File: src/rtl/seg7_pkg.sv
// rtl/seg7_pkg.sv - shared segment codes and anode polarity helper for the seven-segment scanner
//
// Segment vectors are ordered {g,f,e,d,c,b,a} and are active-low (0 = segment lit).
package seg7_pkg;

    typedef logic [6:0] seg_t;

    localparam seg_t SEG_BLANK = 7'b1111111;
    localparam seg_t SEG_DASH  = 7'b0111111;

    // Glyphs for nibble values 0..F; the decimal decoder substitutes SEG_DASH above 9.
    localparam seg_t SEG_DIGIT [0:15] = '{
        7'b1000000,  // 0
        7'b1111001,  // 1
        7'b0100100,  // 2
        7'b0110000,  // 3
        7'b0011001,  // 4
        7'b0010010,  // 5
        7'b0000010,  // 6
        7'b1111000,  // 7
        7'b0000000,  // 8
        7'b0010000,  // 9
        7'b0001000,  // A
        7'b0000011,  // b
        7'b1000110,  // C
        7'b0100001,  // d
        7'b0000110,  // E
        7'b0001110   // F
    };

    // Pin level for one anode: enable selects the digit, active_high picks the board polarity.
    function automatic logic anode_level(input logic enable, input bit active_high);
        return active_high ? enable : ~enable;
    endfunction

endpackage

File: src/rtl/seven_segment_decode.sv
// rtl/seven_segment_decode.sv - combinational nibble to active-low segment decoder
//
// Ports:
//   nibble   - digit value 0..15
//   hex_mode - 1: show A..F glyphs; 0: values above 9 show a dash
//   blank    - force all segments dark
//   seg      - {g,f,e,d,c,b,a}, active-low
module seven_segment_decode
    import seg7_pkg::*;
(
    input  logic [3:0] nibble,
    input  logic       hex_mode,
    input  logic       blank,
    output logic [6:0] seg
);

    always_comb begin
        seg = SEG_DIGIT[nibble];
        if (!hex_mode && (nibble > 4'd9)) begin
            seg = SEG_DASH;
        end
        if (blank) begin
            seg = SEG_BLANK;
        end
    end

endmodule

File: src/rtl/seven_segment_scan.sv
// rtl/seven_segment_scan.sv - time-multiplexed N-digit common-anode seven-segment driver
//
// Ports:
//   clk, rst_n   - clock, asynchronous active-low reset
//   en           - scan enable; when low the scan freezes and the display goes dark
//   value        - packed nibbles, digit i = value[4i+3:4i], digit 0 on a[0]
//   dp           - per-digit decimal point request (1 = lit)
//   digit_blank  - per-digit forced blank (1 = dark)
//   hex_mode     - 1 = hex glyphs, 0 = decimal with dash for 10..15
//   lz_blank     - leading-zero blanking enable
//   out, out_dp  - registered active-low segments and decimal point
//   a            - registered anode enables, polarity set by ANODE_ACTIVE_HIGH
//   frame_start  - one-cycle pulse in the cycle after the snapshot reloads
module seven_segment_scan
    import seg7_pkg::*;
#(
    parameter int N_DIGITS          = 4,
    parameter int REFRESH_DIV       = 100000,
    parameter int DEAD_CYCLES       = 16,
    parameter bit ANODE_ACTIVE_HIGH = 1'b1
) (
    input  logic                    clk,
    input  logic                    rst_n,
    input  logic                    en,
    input  logic [4*N_DIGITS-1:0]   value,
    input  logic [N_DIGITS-1:0]     dp,
    input  logic [N_DIGITS-1:0]     digit_blank,
    input  logic                    hex_mode,
    input  logic                    lz_blank,
    output logic [6:0]              out,
    output logic                    out_dp,
    output logic [N_DIGITS-1:0]     a,
    output logic                    frame_start
);

    localparam int CNT_W = (REFRESH_DIV > 2) ? $clog2(REFRESH_DIV) : 1;
    localparam int IDX_W = (N_DIGITS > 1) ? $clog2(N_DIGITS) : 1;
    localparam logic [CNT_W-1:0] CNT_LAST = CNT_W'(REFRESH_DIV - 1);
    localparam logic [IDX_W-1:0] IDX_LAST = IDX_W'(N_DIGITS - 1);
    localparam logic             A_OFF    = ANODE_ACTIVE_HIGH ? 1'b0 : 1'b1;

    if ((N_DIGITS < 1) || (N_DIGITS > 8) || (REFRESH_DIV < 2) ||
        (DEAD_CYCLES < 0) || (DEAD_CYCLES > REFRESH_DIV - 1)) begin : g_param_check
        $error("seven_segment_scan: parameter out of range");
    end

    logic [CNT_W-1:0]       cnt_q, cnt_d;
    logic [IDX_W-1:0]       idx_q, idx_d;
    logic [4*N_DIGITS-1:0]  snap_value_q, snap_value_d;
    logic [N_DIGITS-1:0]    snap_dp_q, snap_dp_d;
    logic [N_DIGITS-1:0]    snap_blank_q, snap_blank_d;
    logic                   snap_hex_q, snap_hex_d;
    logic                   snap_lz_q, snap_lz_d;
    logic [6:0]             out_q, out_d;
    logic                   out_dp_q, out_dp_d;
    logic [N_DIGITS-1:0]    a_q, a_d;
    logic                   frame_start_q, frame_start_d;

    logic                   tick;
    logic                   frame_wrap;
    logic                   active;
    logic [N_DIGITS-1:0]    lz_mask;
    logic [3:0]             cur_nibble;
    logic                   cur_dp;
    logic                   cur_blank;

    // Prescaler, digit index and frame snapshot.
    always_comb begin
        tick       = (cnt_q == CNT_LAST) && en;
        frame_wrap = tick && (idx_q == IDX_LAST);

        cnt_d = cnt_q;
        if (en) begin
            cnt_d = (cnt_q == CNT_LAST) ? '0 : cnt_q + 1'b1;
        end

        idx_d = idx_q;
        if (tick) begin
            idx_d = (idx_q == IDX_LAST) ? '0 : idx_q + 1'b1;
        end

        // Inputs are only sampled as the scan returns to digit 0 so a frame never mixes values.
        snap_value_d = snap_value_q;
        snap_dp_d    = snap_dp_q;
        snap_blank_d = snap_blank_q;
        snap_hex_d   = snap_hex_q;
        snap_lz_d    = snap_lz_q;
        if (frame_wrap) begin
            snap_value_d = value;
            snap_dp_d    = dp;
            snap_blank_d = digit_blank;
            snap_hex_d   = hex_mode;
            snap_lz_d    = lz_blank;
        end

        frame_start_d = frame_wrap;
    end

    // Per-slot digit selection, dead time and anode drive.
    always_comb begin
        int  cnt_int;
        logic lead_zero;

        cnt_int = int'(cnt_q);
        // The first DEAD_CYCLES of every slot keep all anodes off so the previous digit cannot ghost.
        active  = en && (cnt_int >= DEAD_CYCLES);

        // Walk from the most significant digit down; a digit stays blank while everything above it is zero.
        lead_zero = snap_lz_q;
        lz_mask   = '0;
        for (int i = N_DIGITS - 1; i >= 0; i--) begin
            lead_zero = lead_zero && (snap_value_q[4*i +: 4] == 4'h0);
            if (i != 0) begin
                lz_mask[i] = lead_zero;
            end
        end

        cur_nibble = 4'h0;
        cur_dp     = 1'b0;
        cur_blank  = 1'b1;
        a_d        = '0;
        for (int i = 0; i < N_DIGITS; i++) begin
            if (idx_q == IDX_W'(i)) begin
                cur_nibble = snap_value_q[4*i +: 4];
                cur_dp     = snap_dp_q[i];
                cur_blank  = snap_blank_q[i] | lz_mask[i];
            end
            a_d[i] = anode_level(active && (idx_q == IDX_W'(i)), ANODE_ACTIVE_HIGH);
        end

        // Decimal point ignores blanking but still goes dark with the anodes.
        out_dp_d = active ? ~cur_dp : 1'b1;
    end

    seven_segment_decode u_decode (
        .nibble   (cur_nibble),
        .hex_mode (snap_hex_q),
        .blank    (cur_blank || !active),
        .seg      (out_d)
    );

    always_ff @(posedge clk or negedge rst_n) begin
        if (!rst_n) begin
            cnt_q         <= '0;
            idx_q         <= '0;
            snap_value_q  <= '0;
            snap_dp_q     <= '0;
            snap_blank_q  <= '1;
            snap_hex_q    <= 1'b0;
            snap_lz_q     <= 1'b0;
            out_q         <= SEG_BLANK;
            out_dp_q      <= 1'b1;
            a_q           <= {N_DIGITS{A_OFF}};
            frame_start_q <= 1'b0;
        end else begin
            cnt_q         <= cnt_d;
            idx_q         <= idx_d;
            snap_value_q  <= snap_value_d;
            snap_dp_q     <= snap_dp_d;
            snap_blank_q  <= snap_blank_d;
            snap_hex_q    <= snap_hex_d;
            snap_lz_q     <= snap_lz_d;
            out_q         <= out_d;
            out_dp_q      <= out_dp_d;
            a_q           <= a_d;
            frame_start_q <= frame_start_d;
        end
    end

    assign out         = out_q;
    assign out_dp      = out_dp_q;
    assign a           = a_q;
    assign frame_start = frame_start_q;

endmodule

File: config.mk
export PLATFORM = sky130hd
export DESIGN_NAME = seven_segment_scan
export DESIGN_NICKNAME = d
export VERILOG_FILES = /design/src/rtl/seg7_pkg.sv /design/src/rtl/seven_segment_decode.sv /design/src/rtl/seven_segment_scan.sv
export SDC_FILE = /design/constraint.sdc
export NUM_CORES = 1
export LEC_CHECK = 0
export CAP_MARGIN = 20
export CORE_ASPECT_RATIO = 1.4
export CORE_MARGIN = 8
export CORE_UTILIZATION = 40
export CTS_CLUSTER_DIAMETER = 40
export DETAILED_ROUTE_END_ITERATION = 10
export GPL_ROUTABILITY_DRIVEN = 0
export PLACE_DENSITY = 0.72
export SETUP_SLACK_MARGIN = 0.1
export SLEW_MARGIN = 0
export SYNTH_ARGS = -nofsm -noshare
export SYNTH_HDL_FRONTEND = slang
export SYNTH_SLANG_ARGS = --single-unit
File: constraint.sdc
create_clock -name clk -period 3.5 [get_ports clk]
set_input_delay 0.7 -clock clk [delete_from_list [all_inputs] [get_ports clk]]
set_output_delay 0.7 -clock clk [all_outputs]
set_load 0.01 [all_outputs]
* After elaboration in Yosys (flattened, before gate mapping)
Memory sizes are Yosys's and may differ from the RTL's.
Cells that the tools add are included.
Widths: inputs -> output; s select.
** Cells by class
- Add/subtract/negate cells :: 2
- Reductions and logical operators :: 18
- Multiplexer cells :: 19
- Order comparisons :: 3
- Bitwise logic cells :: 5
- Equality and inequality tests :: 4
** Operator list (count)
- $mux 7 :: 4
- $add 17x1->17 const B :: 1
- $eq 17x17->1 const B :: 1
- $ge 17x5->1 const B :: 1
- $mux 17 :: 1
- $mux 4 :: 4
- $logic_not 4->1 :: 3
- $logic_and 1x1->1 :: 11
- $mux 1 :: 9
- $ge 5x5->1 const B :: 1
- $not 4->5 :: 1
- $eq 2x2->1 const B :: 2
- $gt 4x4->1 const B :: 1
- $or 1x1->1 :: 3
- $add 2x1->2 const B :: 1
- $eq 2x1->1 const B :: 1
- $logic_not 1->1 :: 2
- $logic_not 2->1 :: 1
- $mux 2 :: 1
- $logic_or 1x1->1 :: 1
- $not 1->1 :: 1
** Storage, ports and cells
- Memory bits (read-only) :: 112
- Memories :: 1
- Output and inout bits :: 13
- Bits in registers :: 58
- Logic and storage cells :: 63
** Memory list
- (no name shown) :: words 16, bits a word 7, read ports 1, clocked after Yosys merged registers in 0, wr ports 0, RTL line seven_segment_decode.sv:18 : seg = SEG_DIGIT[nibble];

* Logic depth before layout (Yosys ltp)
- Depth in word-level cells :: 11
- Mapped depth :: 12

* Cells and area by module
From an unflattened synthesis, not the netlist that was laid out.
** Second synthesis, totals
- Cell total of the unflattened synthesis :: 266
- Area total of the unflattened synthesis :: 3061.7 um^2
** By module, submodules not included
- seven_segment_scan :: cells an instance 223, area an instance 2715.1 um^2, sequential area each 1466.4 um^2, times used 1
- seven_segment_decode :: cells an instance 43, area an instance 346.6 um^2, sequential area each 0.0 um^2, times used 1

* Least setup slack after synthesis
No wires, ideal clock.
- Path type :: reg-to-reg
- From :: register idx_q[0]
- To :: register out_q[2] (netlist: out[2])
- Clock period less this slack :: 2.579 ns
- Setup slack :: 0.921 ns
- Library setup time :: 0.082 ns
- Arrival :: 2.498 ns
- Required time :: 3.418 ns
- Cell stages (with the launch flop) :: 13
- Cell sequence :: dfrtp_1 > inv_1 > ha_1 > buf_4 > or3b_2 > o21ai_0 > a31oi_1 > inv_1 > ha_1 > or2_2 > a211oi_1 > nor3b_2 > o211ai_1
** On the way
- Word-level cells in the longest chain between the ends :: 11
- Elaborated cells on any way between the ends :: 21
- Classes of those cells :: order compare: 1; eq/ne: 3; mux: 12; bitwise: 1; reduce/logical: 3; memory: 1
** Ends and longest elaborated chain
- start, declared :: RTL line seven_segment_scan.sv:48 : logic [IDX_W-1:0] idx_q, idx_d;
- start signal, assigned :: RTL line seven_segment_scan.sv:157 : idx_q <= idx_d;
- $logic_not 2->1 :: RTL line seven_segment_scan.sv:123 : if (idx_q == IDX_W'(i)) begin
- $mux 4 (4 in a row) :: RTL line seven_segment_scan.sv:123
- $not 4->5 (not written as such) :: RTL line seven_segment_decode.sv:18
- $mem_v2 16x7
- $mux 7 (not written as such) (2 in a row) :: RTL line seven_segment_decode.sv:18
- $mux 7 :: RTL line seven_segment_decode.sv:19 : if (!hex_mode && (nibble > 4'd9)) begin
- $mux 7 (*) :: RTL line seven_segment_decode.sv:22 : if (blank) begin
- via out_d[2] :: RTL line seven_segment_scan.sv:54 : logic [6:0] out_q, out_d;
- end signal, assigned :: RTL line seven_segment_scan.sv:163 : out_q <= out_d;
- end, declared :: RTL line seven_segment_scan.sv:54
Mark *: on every way through the listed nets, which the timed path passes. The rest lies on a longest branch. The select of a mux whose other input is x is not followed.
A chain may end at the register's enable or synchronous reset.

* Final worst setup path
Same ends and word-level chain as after synthesis.

==> run metrics <==
sequential cell area fraction in the yosys report 0.476; Mapped Area 3080 µm²; Die Y 120 µm; CTS sink count 58; core area 7610 µm²; CP endpoint kind register; final hold viol count 0; Yosys reg bits 58; Req. time, crit path 3.76 ns; post-CTS setup buffer count 0; share of layout cells above drive strength 1 0.240; final routed DRC violation total 0; number of distinct library cells after synthesis 55; Avg Vias per Cell 5.20; Max-Cap Viols 0; clock tree root driver cell clkbuf_8; vias in the first global route 2240; CTS buffer count 9; DRT iter0 DRCs 98; largest net degree at the start of global routing 32; Finished Cell Area 3750 µm²; number of iterations in the first detailed-routing pass 4; Leakage 1.70 nW; Worst R2R Start idx_q[0]$_DFFE_PN0P_; Avg Synthesized Cell Area 11.5 µm²; largest fanout on the critical path 13; clock buffer depth 2; Worst Hold Class in -> async; Post-synth EDFFs 0; cell chain of the critical path inv_1 > ha_1 > or3b_2 > o21ai_0 > a31oi_1 > inv_1 > ha_1 > or2_2 > a211oi_1 > nor3b_2 > o211ai_1; fin crit period 2.86 ns; Worst Path Buf+Inv 2; Clk Latency, worst-skew pair 0.35 ns; Clk pin slew, worst setup/hold paths 0.08 ns; R2R cell count 11; endpoints failing setup 0; Pins Over Slew Limit 0; share of the synthesized area in the top cell type 0.374; worst rel slew slack 0.561; largest cells by area after synthesis dfrtp_1, dfstp_2, mux2_4; slowest stage delay, CP 0.45 ns; post-synthesis cell count 268; Routed Antenna Nets 0; unrepaired setup endpoints after global routing no; gr usage total 0.127; # nets final 354; critical path launch point idx_q[0]$_DFFE_PN0P_; Arrival @ worst endpoint 3.12 ns; most instantiated cells after synthesis dfrtp_1, nand2_1, mux2_4, nor2_1, ha_1; cts repair resizes 0; Tcrit/Tclk final 0.817; area leader, netlist dfrtp_1; slew at the pin with the worst max-slew slack 0.654 ns; # rows 38; Worst R2R Setup Slack 0.64 ns; wire length per cell 15.5 µm; TritonCTS clock tree done; Antenna diodes 0; Crit path max-delay family compound AO/OA/AOI/OAI gates; setup TNS 0 ns; most common cell in the synthesized netlist dfrtp_1; P per Cell Area 401 nW/µm²; first-pass GRT wire length 11000 µm; IO buf count 41; Placed Area 3550 µm²; via count 2169; syn nets 310; die width 90.2 µm; # IOs 42; Primary FF master, synth dfrtp_1; htree depth 3; gr ovfl total 0; post-detail-place hpwl 4790 µm; RR Endpoint out[2]$_DFF_PN1_; peak supply drop 0.285 mV; detailed-route wire length 6460 µm; Yosys Warn Count 0; fmax 0.350 GHz; slowest CP cell a31oi_1; die footprint 10800 µm²; status finished, final reports clean; skew final 0.0118 ns; initial antenna violation count 0; asr flop ratio synth 1.00; P&R area growth vs syn 21.7%; crit path launch type register; Setup CP Type reg -> reg; initial core utilization 0.405; cts hold-fix bufs 0
## power by group
group / internal [mW] / switching [mW] / total [mW]
logic: 0.0731 / 0.0644 / 0.138
registers: 0.705 / 0.0379 / 0.743
clock network: 0.332 / 0.290 / 0.623
## how the worst max path moves through the flow
stage | to | slack (ns) | cells past startpoint
floorplan | out[2]$_DFF_PN1_ | 0.92 | 12
global placement | snap_value_q[11]$_DFFE_PN0P_ | 0.58 | 5
detailed placement | snap_value_q[6]$_DFFE_PN0P_ | 0.56 | 5
CTS | out[2]$_DFF_PN1_ | 0.62 | 11
global route | out[0]$_DFF_PN1_ | 0.33 | 11
finish | out[2]$_DFF_PN1_ | 0.64 | 11
## cells in the final DEF, fill, tap and decap left out, drive strengths merged, types with 9 or more instances in the layout
cell type	count
dfrtp	46
nand2	31
dfstp	12
ha	13
clkbuf	9
xnor2	9
clkdlybuf4s50	40
inv	11
o21ai	11
nor2	17
mux2	26
## metrics by stage
stage,hold slack (ns),utilization,setup slack (ns),instances,power (mW)
after CTS,0.372,0.493,0.623,417,1.52
after detailed placement,0.497,0.466,0.557,401,0.894
after global routing,0.401,0.493,0.329,417,1.57
after floorplan,0.404,-,0.921,268,0.817
final,0.354,0.493,0.640,417,1.50
after global placement,0.485,0.466,0.576,401,0.888
## layout make-up
cell class	instances	area, µm²
clock inverters	7	78.8
well taps	100	125
fillers	691	3860
multi-input cells	190	1500
flip-flops and latches	58	1470
inverters	10	37.5
clock buffers	9	124
repair buffers	43	420
## logic make-up after synthesis
kind of cell | Yosys count | share of synthesized area
simple gates | 98 | 0.184
flops | 58 | 0.476
compound gates | 37 | 0.0832
mux | 28 | 0.126
buf+inv | 20 | 0.0382
xor+xnor | 14 | 0.0398
fa+ha+maj | 13 | 0.0528
## routing by layer
layer / up-vias / GRT usage / wire length [µm] / part of all wire
li1: 1042 / - / - / -
met5: - / 0 / 0 / 0
met1: 1040 / 0.145 / 2760 / 0.43
met2: 66 / 0.209 / 3180 / 0.49
met3: 21 / 0.0400 / 336 / 0.052
met4: 0 / 0.0648 / 181 / 0.028
## flip-flops by register name, summed over array words and instances (netlist names), 2 cells and up
register,count
idx_q,2
snap_blank_q,4
cnt_q,17
snap_value_q,16
out,7
a,4
snap_dp_q,4
(Power assumes the default switching activity.)
